## src/rtl/rom_pkg.sv

```systemverilog
// Shared constants and types for the six-bank ROM loader and its register files.
package rom_pkg;

  localparam int unsigned B1_AW_DEF = 4;
  localparam int unsigned BQ_AW_DEF = 2;
  localparam int unsigned B6_AW_DEF = 3;

  localparam int unsigned B1_DW = 8;
  localparam int unsigned BQ_DW = 4;
  localparam int unsigned B6_DW = 8;

  localparam int unsigned RD_W  = 32;
  localparam int unsigned PTR_W = 4;

  typedef enum logic [2:0] {
    IDLE,
    LOAD_B1,
    LOAD_BQ,
    LOAD_B6,
    DONE
  } ld_state_t;

endpackage

```

## src/rtl/rom_bank_rf.sv

```systemverilog
// Small register-file bank: synchronous write, asynchronous read, cleared by synchronous reset.
module rom_bank_rf #(
  parameter int unsigned AW = 2,
  parameter int unsigned DW = 4
) (
  input  logic          clk,
  input  logic          rst_n,
  input  logic          we,
  input  logic [AW-1:0] waddr,
  input  logic [DW-1:0] wdata,
  input  logic [AW-1:0] raddr,
  output logic [DW-1:0] rdata
);

  localparam int unsigned Depth = 2 ** AW;

  logic [DW-1:0] mem_q [Depth];

  always_ff @(posedge clk) begin
    if (!rst_n) begin
      for (int i = 0; i < Depth; i++) begin
        mem_q[i] <= '0;
      end
    end else if (we) begin
      mem_q[waddr] <= wdata;
    end
  end

  assign rdata = mem_q[raddr];

endmodule

```

## src/rtl/rom_bank_loader.sv

```systemverilog
// Streams a byte image into six lookup banks, then serves a registered 32-bit
// concatenated read of all six banks.
module rom_bank_loader
  import rom_pkg::*;
#(
  parameter int unsigned B1_AW = B1_AW_DEF,
  parameter int unsigned BQ_AW = BQ_AW_DEF,
  parameter int unsigned B6_AW = B6_AW_DEF
) (
  input  logic            clk,
  input  logic            rst_n,
  input  logic            start,
  input  logic            s_valid,
  output logic            s_ready,
  input  logic [7:0]      s_data,
  output logic            busy,
  output logic            loaded,
  input  logic            rd_en,
  input  logic [B1_AW-1:0] a1,
  input  logic [BQ_AW-1:0] a2,
  input  logic [BQ_AW-1:0] a3,
  input  logic [BQ_AW-1:0] a4,
  input  logic [BQ_AW-1:0] a5,
  input  logic [B6_AW-1:0] a6,
  output logic [RD_W-1:0] rd_data,
  output logic            rd_valid
);

  localparam int unsigned IMG_LEN = 2 ** B1_AW + 4 * 2 ** BQ_AW + 2 ** B6_AW;

  localparam logic [PTR_W-1:0] B1_LAST = PTR_W'(2 ** B1_AW - 1);
  localparam logic [PTR_W-1:0] BQ_LAST = PTR_W'(4 * 2 ** BQ_AW - 1);
  localparam logic [PTR_W-1:0] B6_LAST = PTR_W'(2 ** B6_AW - 1);

  ld_state_t        state_q, state_d;
  logic [PTR_W-1:0] ptr_q, ptr_d;
  logic             loaded_q, loaded_d;
  logic [RD_W-1:0]  rd_data_q;
  logic             rd_valid_q;

  logic       beat;
  logic       b1_we, b6_we;
  logic [3:0] bq_we;
  logic [1:0] bq_sel;

  logic [B1_DW-1:0] b1_rd;
  logic [B6_DW-1:0] b6_rd;
  logic [BQ_DW-1:0] bq_rd [4];
  logic [BQ_AW-1:0] bq_ra [4];

  assign s_ready = (state_q == LOAD_B1) || (state_q == LOAD_BQ) || (state_q == LOAD_B6);
  assign busy    = s_ready;
  assign beat    = s_valid & s_ready;
  assign bq_sel  = ptr_q[BQ_AW +: 2];

  always_comb begin
    state_d  = state_q;
    ptr_d    = ptr_q;
    loaded_d = loaded_q;
    b1_we    = 1'b0;
    b6_we    = 1'b0;
    bq_we    = '0;
    // A restart pre-empts any beat presented in the same cycle.
    if (start) begin
      state_d  = LOAD_B1;
      ptr_d    = '0;
      loaded_d = 1'b0;
    end else if (beat) begin
      ptr_d = ptr_q + 1'b1;
      unique case (state_q)
        LOAD_B1: begin
          b1_we = 1'b1;
          if (ptr_q == B1_LAST) begin
            state_d = LOAD_BQ;
            ptr_d   = '0;
          end
        end
        LOAD_BQ: begin
          bq_we[bq_sel] = 1'b1;
          if (ptr_q == BQ_LAST) begin
            state_d = LOAD_B6;
            ptr_d   = '0;
          end
        end
        LOAD_B6: begin
          b6_we = 1'b1;
          if (ptr_q == B6_LAST) begin
            state_d  = DONE;
            ptr_d    = '0;
            loaded_d = 1'b1;
          end
        end
        default: ;
      endcase
    end
  end

  always_ff @(posedge clk) begin
    if (!rst_n) begin
      state_q    <= IDLE;
      ptr_q      <= '0;
      loaded_q   <= 1'b0;
      rd_data_q  <= '0;
      rd_valid_q <= 1'b0;
    end else begin
      state_q    <= state_d;
      ptr_q      <= ptr_d;
      loaded_q   <= loaded_d;
      rd_valid_q <= rd_en & loaded_q;
      if (rd_en && loaded_q) begin
        rd_data_q <= {b1_rd, bq_rd[0], bq_rd[1], bq_rd[2], bq_rd[3], b6_rd};
      end
    end
  end

  assign loaded   = loaded_q;
  assign rd_data  = rd_data_q;
  assign rd_valid = rd_valid_q;

  always_comb begin
    bq_ra[0] = a2;
    bq_ra[1] = a3;
    bq_ra[2] = a4;
    bq_ra[3] = a5;
  end

  rom_bank_rf #(
    .AW(B1_AW),
    .DW(B1_DW)
  ) u_b1 (
    .clk  (clk),
    .rst_n(rst_n),
    .we   (b1_we),
    .waddr(ptr_q[B1_AW-1:0]),
    .wdata(s_data[B1_DW-1:0]),
    .raddr(a1),
    .rdata(b1_rd)
  );

  for (genvar g = 0; g < 4; g++) begin : g_bq
    rom_bank_rf #(
      .AW(BQ_AW),
      .DW(BQ_DW)
    ) u_bq (
      .clk  (clk),
      .rst_n(rst_n),
      .we   (bq_we[g]),
      .waddr(ptr_q[BQ_AW-1:0]),
      .wdata(s_data[BQ_DW-1:0]),
      .raddr(bq_ra[g]),
      .rdata(bq_rd[g])
    );
  end

  rom_bank_rf #(
    .AW(B6_AW),
    .DW(B6_DW)
  ) u_b6 (
    .clk  (clk),
    .rst_n(rst_n),
    .we   (b6_we),
    .waddr(ptr_q[B6_AW-1:0]),
    .wdata(s_data[B6_DW-1:0]),
    .raddr(a6),
    .rdata(b6_rd)
  );

  if (IMG_LEN > 40) begin : g_img_len_unused
  end

endmodule

```

## config.mk

```make
export PLATFORM = sky130hd
export DESIGN_NAME = rom_bank_loader
export DESIGN_NICKNAME = d
export VERILOG_FILES = /design/src/rtl/rom_pkg.sv /design/src/rtl/rom_bank_rf.sv /design/src/rtl/rom_bank_loader.sv
export SDC_FILE = /design/constraint.sdc
export NUM_CORES = 1
export LEC_CHECK = 0
export CORE_MARGIN = 2
export CORE_UTILIZATION = 38
export CTS_CLUSTER_DIAMETER = 100
export DETAILED_ROUTE_END_ITERATION = 16
export PLACE_DENSITY = 0.63
export SETUP_SLACK_MARGIN = 0.05
export SYNTH_ARGS = -nofsm -noshare
export SYNTH_HDL_FRONTEND = slang
export SYNTH_SLANG_ARGS = --single-unit
export TNS_END_PERCENT = 30
```

## constraint.sdc

```tcl
create_clock -name clk -period 3.3 [get_ports clk]
set_clock_uncertainty 0.05 [all_clocks]
set_input_delay 0.495 -clock clk [delete_from_list [all_inputs] [get_ports clk]]
set_output_delay 0.495 -clock clk [all_outputs]
set_load 0.01 [all_outputs]
```

==> flow_summary.toml, run 1 <==
[sta]
period_minus_slack_ns = 2.57
slew_violations = 0
period_share = 0.777
setup_tns_ns = 0
hold_violations = 0
rsz0062_at_grt = "no"
max_freq_mhz = 390
final-setup-viol-count = 0
slew_headroom = 0.441
tightest_slew_ns = 0.839

[final_layout]
final_cell_mix = "256 x edfxtp_1, 212 x and2_1, 76 x nand2_1"
finalNetCount = 1113
area_delta_synth_final_pct = 15.3
nFillCells = 3095
drive_gt1_frac = 0.109
layout_commonest_cell = "edfxtp_1"

[synthesis]
yosys.area.top_type = "edfxtp_1"
ys.flop_type = "edfxtp_1"
synth_edf_count = 256
yosysTopAreaCellShare = 0.567
ys_top_cells_by_area = "edfxtp_1 57%, and2_1 9.7%, dfxtp_1 6.1%"
synth_area_um2 = 13600
synth_nets = 1071
yosys_warnings = 0
ys_seq_area_frac = 0.627
ys_types = 42
syn_avg_cell_area_um2 = 13.1
ys_ff_latch = 297
syn_inst = 1039
async_flop_share = 0

[floorplanning]
io_pins = 64
die_w_um = 193
die_area_um2 = 37200
die_h_um = 193
initial_utilization = 0.384
core_area_um2 = 35300
row_count = 69

[power_and_ir_drop]
p_leak_nw = 5.89
cellPowerDensity_nw_per_um2 = 518
ir_worst_vdd_uv = 415
p_total_mw = 8.09

[worst_setup_path]
crit_path_end_kind = "output pin"
slowest_stage = "clkdlybuf4s50_1"
critPathKind = "reg2out"
worst-path-max-fanout = 9
critPathMaxStageDelay_ns = 0.56
cp.required_ns = 2.75
arrival_ns = 2.02
startpoint_type = "register"
critPathMostFrequentCell = "nor2_1"
path_cells = "nor2_1, nor2_1, clkdlybuf4s50_1"

[clock_network]
insertion_delay_ns = 0.58
cts_sinks = 297
htreeDepth = 1
clockBufferDepth = 3
cts_made_buffers = 31
postCtsSetupBuffers = 0
cts_root_buffer = "clkbuf_16"
cts_tree = "built"
cts_resized = 0
ctsHoldBuffers = 0
path_clk_slew_ns = 0.06

[grt]
grt_pass1_vias = 7935
overflow = 0
grt_start_max_net_pins = 59
grt_pass1_wl_mm = 47.2
antenna_found_initial = 1
grtUsageTotal = 0.171

[status]
status = "finished clean"

[detailed_routing]
drt-initial-drc-count = 670
drc_errors = 0
vias_per_cell = 5.11
routed_wl_mm = 31.5
vias = 8014
dr.pass1.iters = 5
wl_per_cell_um = 20.1
drtAntennaViolNets = 0

[placed_design]
place_hpwl_mm = 20.9
place_congestion = 0.785
numPortBuffers = 63

[hold_path]
hold_class = "in2reg"

[run]
drv_cap = 0
cells by family (layout without fill, tap and decap cells):
| group | after synthesis | after routing | share of synthesized area |
|---|---|---|---|
| buffers and inverters | 85 | 152 | 0.0272 |
| multiplexers | 104 | 104 | 0.106 |
| AND/OR/NAND/NOR | 455 | 455 | 0.191 |
| AO/OA/AOI/OAI | 90 | 90 | 0.0417 |
| other | 0 | 1 | 0 |
| XOR/XNOR | 4 | 4 | 0.00258 |
| flip-flops | 297 | 297 | 0.627 |
| adder cells (fa/ha/maj) | 4 | 4 | 0.00369 |
cell type report:
type | instances | area [µm²] | share of cell area
Sequential cell | 297 | 8510 | 0.544
Multi-Input combinational cell | 657 | 4680 | 0.299
Clock buffer | 46 | 892 | 0.0571
Timing Repair Buffer | 91 | 833 | 0.0533
Tap cell | 461 | 577 | 0.0369
Clock inverter | 12 | 129 | 0.00824
Inverter | 3 | 11.3 | 0.000720
Antenna cell | 1 | 2.50 | 0.000160
Yosys cell counts, types with 2 or more instances:
master    number
edfxtp_1     256
and2_1       211
nand2_1       76
mux2i_1       72
and3_1        51
clkbuf_1      44
dfxtp_1       41
nor2_1        38
mux4_2        32
buf_2         29
o21ai_0       28
nand3_1       27
a21oi_1       26
nand2b_1      24
a21boi_0      16
a22oi_1       16
nor2b_1        7
buf_1          4
ha_1           4
xnor2_1        4
buf_4          3
inv_1          3
and2_0         2
clkbuf_2       2
nand4_1        2
nor2_2         2
nor3_2         2
nor3_4         2
nor3b_1        2
state kept, by name, indices dropped and copies added, names as in the netlist:
signal,flops
rd_data,32
u_b1.mem_q,128
g_bq.u_bq.mem_q,64
u_b6.mem_q,64
rd_valid,1
loaded,1
state_q,3
ptr_q,4
worst paths after layout:
| path | startpoint | endpoint | slack (ns) | cells after the start |
|---|---|---|---|---|
| max | state_q[1] | s_ready | 0.73 | 3 |
| min | rst_n | state_q[0] | 0.31 | 2 |
| max reg2reg | ptr_q[3] | u_b1.mem_q[14][6] | 0.83 | 3 |
| min reg2reg | rd_data[27] | rd_data[27] | 0.40 | 2 |
power by group:
part	internal [mW]	switching (mW)	total, mW	leakage [nW]
clock	2.03	1.43	3.45	0.499
combinational	0.158	0.261	0.419	2.42
sequential	4.17	0.0446	4.22	2.97
routing by layer:
layer	part of all wire	vias up	wire length (µm)	GRT usage
met5	0	-	0	0
met4	0.024	0	748	0.0478
met3	0.043	52	1370	0.0202
met2	0.47	217	14800	0.275
met1	0.46	3932	14600	0.245
li1	-	3813	-	-
per-stage QoR:
step | hold slack (ns) | area (µm²) | worst slack, ns | utilization | std cells
2_1_floorplan | 0.432 | 13600 | 0.918 | - | 1039
3_3_place_gp | 0.386 | 14600 | 0.472 | 0.414 | 1509
3_5_place_dp | 0.393 | 14600 | 0.387 | 0.414 | 1509
4_1_cts | 0.281 | 15600 | 0.719 | 0.443 | 1567
5_1_grt | 0.295 | 15600 | 0.651 | 0.443 | 1568
6_report | 0.308 | 15600 | 0.735 | 0.443 | 1568
worst max-delay path: cells and delay by family (launching register included):
family        cells  cell delay, ns
simple gates      2            0.34
buf+inv           1            0.56
flops             1            0.54
No activity file was read; power rests on OpenSTA's default activity.
==> inputs of run 2 (changes only) <==
- clock period: 3.3 -> 2.5 ns (I/O delays scaled with it)
==> run 2 against run 1 <==
Utilization up 1.8 points; highest routed layer unchanged; clock power up 28%; largest cell class unchanged; largest power group unchanged; setup slack worse by 0.48 ns.
==> flow_summary.toml, run 2 (synthesis gave the netlist of run 1 again) <==
[status]
status = "finished clean"

[floorplanning]
io_pins = 64
row_count = 69
die_area_um2 = 37200
die_w_um = 193
initial_utilization = 0.384
die_h_um = 193
core_area_um2 = 35300

[run]
drv_cap = 0

[detailed_routing]
top_layer = "met4"
routed_wl_mm = 31.7
vias_per_cell = 5.02
dr.pass1.iters = 5
wl_per_cell_um = 19.4
routed-wl-met2_mm = 15.3
drc_errors = 0
wl_met1_mm = 14.4
drt-initial-drc-count = 576
vias = 8217
drtAntennaViolNets = 0
wl_met3_mm = 1.46

[clock_network]
postCtsSetupBuffers = 0
clockBufferDepth = 3
path_clk_slew_ns = 0.06
insertion_delay_ns = 0.56
htreeDepth = 1
ctsHoldBuffers = 0
cts_made_buffers = 30
cts_resized = 1
cts_sinks = 297
cts_tree = "built"
cts_root_buffer = "clkbuf_16"

[final_layout]
fin_util = 0.461
layout_commonest_cell = "edfxtp_1"
drive_gt1_frac = 0.163
area_delta_synth_final_pct = 20.0
nFillCells = 3127
final_cell_mix = "256 x edfxtp_1, 212 x and2_1, 88 x buf_4"
largest_reg_flops = 128
multi_input_area_um2 = 4680
seqCellArea_um2 = 8510
regMostFlops = "u_b1.mem_q"
diodes = 0
finalNetCount = 1183
reg.largest.list = "u_b1.mem_q: 128 flops, g_bq.u_bq.mem_q: 64 flops, u_b6.mem_q: 64 flops"

[sta]
tightest_slew_ns = 1.13
slew_violations = 0
period_minus_slack_ns = 2.25
final-setup-viol-count = 0
period_share = 0.899
slew_headroom = 0.246
max_freq_mhz = 445
rsz0062_at_grt = "no"
finalWorstSetupSlack_ns = 0.253
hold_violations = 0
hold_slack_ns = 0.140

[worst_setup_path]
critPathMaxStageDelay_ns = 0.56
crit_path_end_kind = "output pin"
cp.required_ns = 2.08
critPathKind = "reg2out"
path_cells = "buf_4, nor2_2, nor2_1, clkdlybuf4s50_1"
worst-path-max-fanout = 8
slowest_stage = "clkdlybuf4s50_1"
arrival_ns = 1.82
startpoint_type = "register"

[placed_design]
numPortBuffers = 63
place_hpwl_mm = 22.0
place_congestion = 0.794
place_ws_ns = -0.0391

[grt]
antenna_found_initial = 0
grt_pass1_wl_mm = 48.8
grt_pass1_vias = 8411
grt_start_max_net_pins = 69
grtUsageTotal = 0.174
overflow = 0

[power_and_ir_drop]
cellPowerDensity_nw_per_um2 = 653
p_leak_nw = 6.27
ir_worst_vdd_uv = 620

[hold_path]
hold_class = "in2reg"
run 2: changes by cell type in the layout (fill, tap and decap cells not counted), sizes merged:
cell / delta
buf: +71
clkbuf: -8
clkinv: +5
bufinv: +1
diode: -1
run 2: final timing paths:
kind | startpoint | end | slack (ns) | cells past startpoint
setup / recovery | state_q[0] | busy | 0.25 | 4
hold / removal | rst_n | state_q[0] | 0.14 | 2
setup reg to reg | ptr_q[1] | u_b1.mem_q[4][3] | 0.46 | 4
hold reg to reg | rd_data[27] | rd_data[27] | 0.40 | 2
run 2: layout make-up:
type | count | area share
Clock buffer | 38 | 0.0486
Sequential cell | 297 | 0.523
Multi-Input combinational cell | 657 | 0.288
Timing Repair Buffer | 162 | 0.0932
Inverter | 3 | 0.000692
Tap cell | 461 | 0.0354
Clock inverter | 18 | 0.0113
run 2: per-stage QoR:
step / instance area, µm² / TNS [ns] / total power [mW] / cells
after global placement: 15300 / 0 / 6.30 / 1580
after floorplan: 13600 / 0 / 5.98 / 1039
after detailed placement: 15300 / -0.683 / 6.31 / 1580
final: 16300 / 0 / 10.6 / 1636
after global routing: 16300 / 0 / 11.0 / 1636
after CTS: 16300 / 0 / 10.7 / 1636
run 2: critical path: cells and delay by family, from the launching register on:
kind,cells,cell delay [ns]
buf+inv,2,0.72
flops,1,0.33
simple gates,2,0.22
run 2: report_power, final:
group / internal [mW] / switching, mW / total, mW
logic: 0.277 / 0.364 / 0.642
registers: 5.51 / 0.0508 / 5.56
clock network: 2.56 / 1.87 / 4.42
run 2: metal layers:
layer,vias to the layer above,GRT usage
li1,3945,-
met1,4026,0.243
met2,209,0.290
met3,37,0.0233
met4,0,0.0408
met5,-,0
==> inputs of run 3 (changes only) <==
- ABC_CLOCK_PERIOD_IN_PS: not set -> 2500
- PLACE_DENSITY: 0.63 -> 0.64
==> run 3 against run 2 <==
Final area rose by 0.97%; sequential power about the same; largest cell class unchanged; clock power grew 12%.
==> flow_summary.toml, run 3 (synthesis gave the netlist of run 1 again) <==
[power_and_ir_drop]
p_total_mw = 11.2
p_leak_nw = 6.33
ir_worst_vdd_uv = 536
cellPowerDensity_nw_per_um2 = 680

[worst_setup_path]
r2r_start = "state_q[2]"
crit_family = "buffers and inverters"
cp.required_ns = 2.08
slowest_stage = "clkdlybuf4s50_1"
worst-path-max-fanout = 9
critPathMaxStageDelay_ns = 0.56
rrSetupSlack_ns = 0.56
startpoint_type = "register"
critPathMostFrequentCell = "nor2_1"
r2r-end = "u_b6.mem_q[2][1]"
arrival_ns = 1.84
critPathKind = "reg2out"
path_cells = "nor2_1, nor2_1, clkdlybuf4s50_1"
crit_path_end_kind = "output pin"
r2r_cells = 5
path_buf_inv = 1

[hold_path]
hold_end = "state_q[0]"
worstHoldPathCells = 2
hold_class = "in2reg"
hold_start = "rst_n"

[detailed_routing]
drc_errors = 0
vias = 8149
drt-initial-drc-count = 563
routed_wl_mm = 31.4
vias_per_cell = 4.98
dr.pass1.iters = 5
wl_per_cell_um = 19.2
drtAntennaViolNets = 0

[final_layout]
largest_reg_flops = 128
nFillCells = 3083
final_cell_mix = "256 x edfxtp_1, 212 x and2_1, 82 x buf_4"
layout_commonest_cell = "edfxtp_1"
multi_input_area_um2 = 4680
diodes = 0
regMostFlops = "u_b1.mem_q"
drive_gt1_frac = 0.166
finalNetCount = 1181
seqCellArea_um2 = 8510
reg.largest.list = "u_b1.mem_q: 128 flops, g_bq.u_bq.mem_q: 64 flops, u_b6.mem_q: 64 flops"
area_delta_synth_final_pct = 21.2

[sta]
setup_tns_ns = 0
max_freq_mhz = 442
rsz0062_at_grt = "no"
hold_violations = 0
slew_headroom = 0.607
slew_violations = 0
final-setup-viol-count = 0
period_minus_slack_ns = 2.26
period_share = 0.906
tightest_slew_ns = 0.587

[clock_network]
insertion_delay_ns = 0.56
cts_sinks = 297
cts_tree = "built"
cts_root_buffer = "clkbuf_16"
cts_made_buffers = 31
clockBufferDepth = 3
path_clk_slew_ns = 0.06
ctsHoldBuffers = 0
htreeDepth = 1

[floorplanning]
die_area_um2 = 37200
die_h_um = 193
initial_utilization = 0.384
die_w_um = 193
core_area_um2 = 35300
row_count = 69
io_pins = 64

[grt]
met1_usage = 0.234
overflow = 0
grt_start_max_net_pins = 69
top_usage_layer = "met2"
met3_usage = 0.0189
antenna_found_initial = 0
grtUsageMet2 = 0.290
grt_pass1_vias = 8305
grtUsageTotal = 0.171
grt_pass1_wl_mm = 47.8

[run]
drv_cap = 0

[placed_design]
place_hpwl_mm = 21.3
numPortBuffers = 63
place_congestion = 0.773

[status]
status = "finished clean"
-- run 3: cell types whose count changed in the layout (fill, tap and decap cells not counted), sizes merged --
cell      before  now
clkbuf        38   33
buf          101   98
clkinvlp       2    4
bufinv         3    7
inv            4    5
-- run 3: timing repair --
item                       in CTS  in global routing
setup endpoints to repair       0                  2
setup buffers                   0                  0
gates resized for setup         0                  2
-- run 3: layout make-up --
cell class                 instances  share of cell area
timing repair buffer             159              0.0932
sequential                       297               0.518
tap                              461              0.0351
inverter                           3            0.000685
clock inverter                    25              0.0204
multi-input combinational        657               0.285
clock buffer                      33              0.0477
-- run 3: worst max-delay path by stage --
| stage | start | endpoint | depth (start not counted) |
|---|---|---|---|
| after floorplan | rst_n | u_b6.mem_q[3][0] | 5 |
| after global routing | state_q[1] | busy | 3 |
| after CTS | state_q[1] | busy | 3 |
| final | state_q[1] | busy | 3 |
| after global placement | start | g_bq[2].u_bq.mem_q[1][1] | 7 |
| after detailed placement | start | g_bq[2].u_bq.mem_q[1][1] | 7 |
-- run 3: per-stage QoR --
step	util	hold slack (ns)	instance area (µm²)	std cells	setup WS [ns]
after floorplan	-	0.432	13600	1039	0.238
after global placement	0.434	0.384	15300	1577	0.0812
after detailed placement	0.434	0.395	15300	1577	0.0674
after CTS	0.465	0.0959	16400	1635	0.0517
after global routing	0.465	0.0983	16400	1635	0.117
final	0.465	0.115	16400	1635	0.236
-- run 3: power breakdown --
part,switching [mW],internal [mW]
Combinational,0.361,0.281
Clock,1.96,3.01
Sequential,0.0524,5.51
Total,2.37,8.80
-- run 3: layer usage --
metal,vias to the layer above,share of wire
li1,3950,-
met1,3971,0.45
met2,180,0.49
met3,48,0.039
met4,0,0.025
met5,-,0
==> patch, RTL diff (config.mk and constraints of run 3) <==
Re-encode `ld_state_t` (5 states) as Gray code, 3 bits wide.
--- a/src/rtl/rom_pkg.sv
+++ b/src/rtl/rom_pkg.sv
@@ -14,9 +14,9 @@
 
   typedef enum logic [2:0] {
-    IDLE,
-    LOAD_B1,
-    LOAD_BQ,
-    LOAD_B6,
-    DONE
+    IDLE    = 3'b000,
+    LOAD_B1 = 3'b001,
+    LOAD_BQ = 3'b011,
+    LOAD_B6 = 3'b010,
+    DONE    = 3'b110
   } ld_state_t;
 
Function: same outputs for any inputs over 4 cycles, from zero or initial values and one cycle with rst_n low; so few cycles prove little.
==> patch against run 3 <==
  * Via count rose by 3.5%
  * Utilization fell by 0.98 points
  * Final area fell by 1.9%
  * Power fell by 5.6%
  * Global-route usage fell by 0.073 points
  * Critical path depth fell by 1
  * Routed wire length rose by 1.6%
  * Setup slack improved by 33 ps
  * Register-to-register slack got worse by 160 ps
  * Area after synthesis rose by 0.29%
  * Fmax rose by 1.5%
  * Count of clock-buffer cells in the layout rose by 8
  * Sequential cell count did not move
  * Critical path type unchanged
  * Largest cell class unchanged
==> patch: results (changes against run 3) <==
[timing]
fin_ws_ps=268  ; was 236 ps
tightest_slew_ps=747  ; was 587 ps

[logic_synthesis]
syn_nets=1062  ; was 1071
synth_area_leaders=edfxtp_1 57%, and3_1 6.3%, dfxtp_1 6.0%  ; was edfxtp_1 57%, and2_1 9.7%, dfxtp_1 6.1%
synth_cell_type_count=44  ; was 42
ys_top_cells_by_count=256 x edfxtp_1, 137 x and3_1, 108 x and2_1  ; was 256 x edfxtp_1, 211 x and2_1, 76 x nand2_1
syn_avg_cell_area_sq_um=13.2  ; was 13.1 sq um
yosysWarnings=0  ; unchanged
synthArstFlopShare_pct=0  ; unchanged
synth_flop_cell=edfxtp_1  ; unchanged
ys_seq_area_share_pct=62.6  ; was 62.7%

[placed_design]
dp.cells=1549  ; was 1577
post_dp_cell_area_sq_um=15200  ; was 15300 sq um
io_buffers=63  ; unchanged
routabilityCongestion=0.802  ; was 0.773
dp_worst_setup_slack_ps=-41.8  ; was 67.4 ps
place_hpwl_mm=21.3  ; about the same

[critical_path]
reg2reg_slack_ps=400  ; was 560 ps
cp_max_fo=10  ; was 9
r2r-start=ptr_q[3]$_SDFFE_PP0N_  ; was state_q[2]$_SDFFE_PP0P_
reg2reg_depth=4  ; was 5
crit_start=state_q[0]$_SDFFE_PN0P_  ; was state_q[1]$_SDFFE_PP0P_
timing.rr.end=u_b1.mem_q[8][2]$_SDFFCE_PN0P_  ; was u_b6.mem_q[2][1]$_SDFFCE_PN0P_
worstPathArrival_ps=1810  ; was 1840 ps

[global_route]
track_usage_pct=17.0  ; was 17.1%
grt_max_degree=38  ; was 69
grt_first_pass_wirelength_mm=48.0  ; was 47.8 mm
antenna_found_initial=0  ; unchanged

[layout]
finalNetCount=1152  ; was 1181
n_fill_cell=3148  ; was 3083
layout-drive-gt1-share_pct=16.9  ; was 16.6%

[drt]
vias=8434  ; was 8149
wl_per_cell_um=19.9  ; was 19.2 um
routed_wl_mm=31.9  ; was 31.4 mm
drt_first_iter_violations=587  ; was 563

[status]
run_status=finished clean  ; unchanged

[cts]
htree_levels=1  ; unchanged
clockBufferDepth=3  ; unchanged
clock_latency_ps=590  ; was 560 ps
cts_root_buf=clkbuf_16  ; unchanged
cts_made_buffers=30  ; was 31

[pwr]
irDropWorstVdd_uv=495  ; was 536 uV
p_leak_nw=6.39  ; was 6.33 nW

[patch: changes by cell type after synthesis, moves of 4 or more]
| cell | before | now |
|---|---|---|
| and2_1 | 211 | 108 |
| and3_1 | 51 | 137 |
| nand2b_1 | 24 | 3 |
| clkbuf_1 | 44 | 61 |
| a21bo_2 | 0 | 16 |
| buf_2 | 29 | 17 |
| nor2_4 | 0 | 6 |
| nand3_1 | 27 | 32 |
| nor2_1 | 38 | 33 |
| o21ai_0 | 28 | 33 |
| nor3_4 | 2 | 6 |
[patch: worst min path at each step]
stage                                   startpoint                       end  slack [ps]  depth (start not counted)
after floorplan           rd_data[24]$_SDFFE_PN0P_  rd_data[24]$_SDFFE_PN0P_         430                          2
after global placement    rd_data[14]$_SDFFE_PN0P_  rd_data[14]$_SDFFE_PN0P_         410                          2
after detailed placement   rd_data[8]$_SDFFE_PN0P_   rd_data[8]$_SDFFE_PN0P_         410                          2
after CTS                                    rst_n     ptr_q[2]$_SDFFE_PP0N_         110                          4
after global routing                         rst_n     ptr_q[2]$_SDFFE_PP0N_         120                          4
final                                        rst_n     ptr_q[2]$_SDFFE_PP0N_         130                          4
[patch: final cells by class]
class	count	area, sq um	area share [%]
sequential	297	8510	52.8
multi-input combinational	643	4710	29.2
timing repair buffer	144	1360	8.41
clock buffer	41	812	5.04
tap	461	577	3.58
clock inverter	14	146	0.908
inverter	4	15.0	0.0931
[patch: metrics by stage]
step | hold WS (ps) | utilization (%)
3_3_place_gp | 407 | 42.8
6_report | 130 | 45.6
2_1_floorplan | 432 | -
3_5_place_dp | 407 | 42.8
5_1_grt | 121 | 45.6
4_1_cts | 109 | 45.5
[patch: worst max-delay path, delay by kind of cell (launching register included)]
kind	cells	cell delay (ps)
AO/OA/AOI/OAI	1	250
buffers and inverters	1	560
flip-flops	1	410
[patch: layer usage]
layer	up-vias	GRT usage [%]	part of all wire, %
li1	3983	-	-
met1	4167	22.6	43
met2	225	29.4	49
met3	59	2.17	5.7
met4	0	5.04	2.7
met5	-	0	0
[patch: cell families (layout without fill, tap and decap cells)]
group / count (synthesis) / in the layout / share of synthesized area, %
mux: 104 / 104 / 10.6
fa+ha+maj: 4 / 4 / 0.368
xor+xnor: 3 / 3 / 0.193
simple gates: 420 / 420 / 18.0
compound gates: 112 / 112 / 5.43
flops: 297 / 297 / 62.6
buf+inv: 90 / 203 / 2.81
[patch: power breakdown]
group	total, mW	switching [mW]	internal, mW
logic	0.637	0.367	0.271
clock network	4.34	1.86	2.48
registers	5.56	0.0552	5.51
total	10.5	2.28	8.26
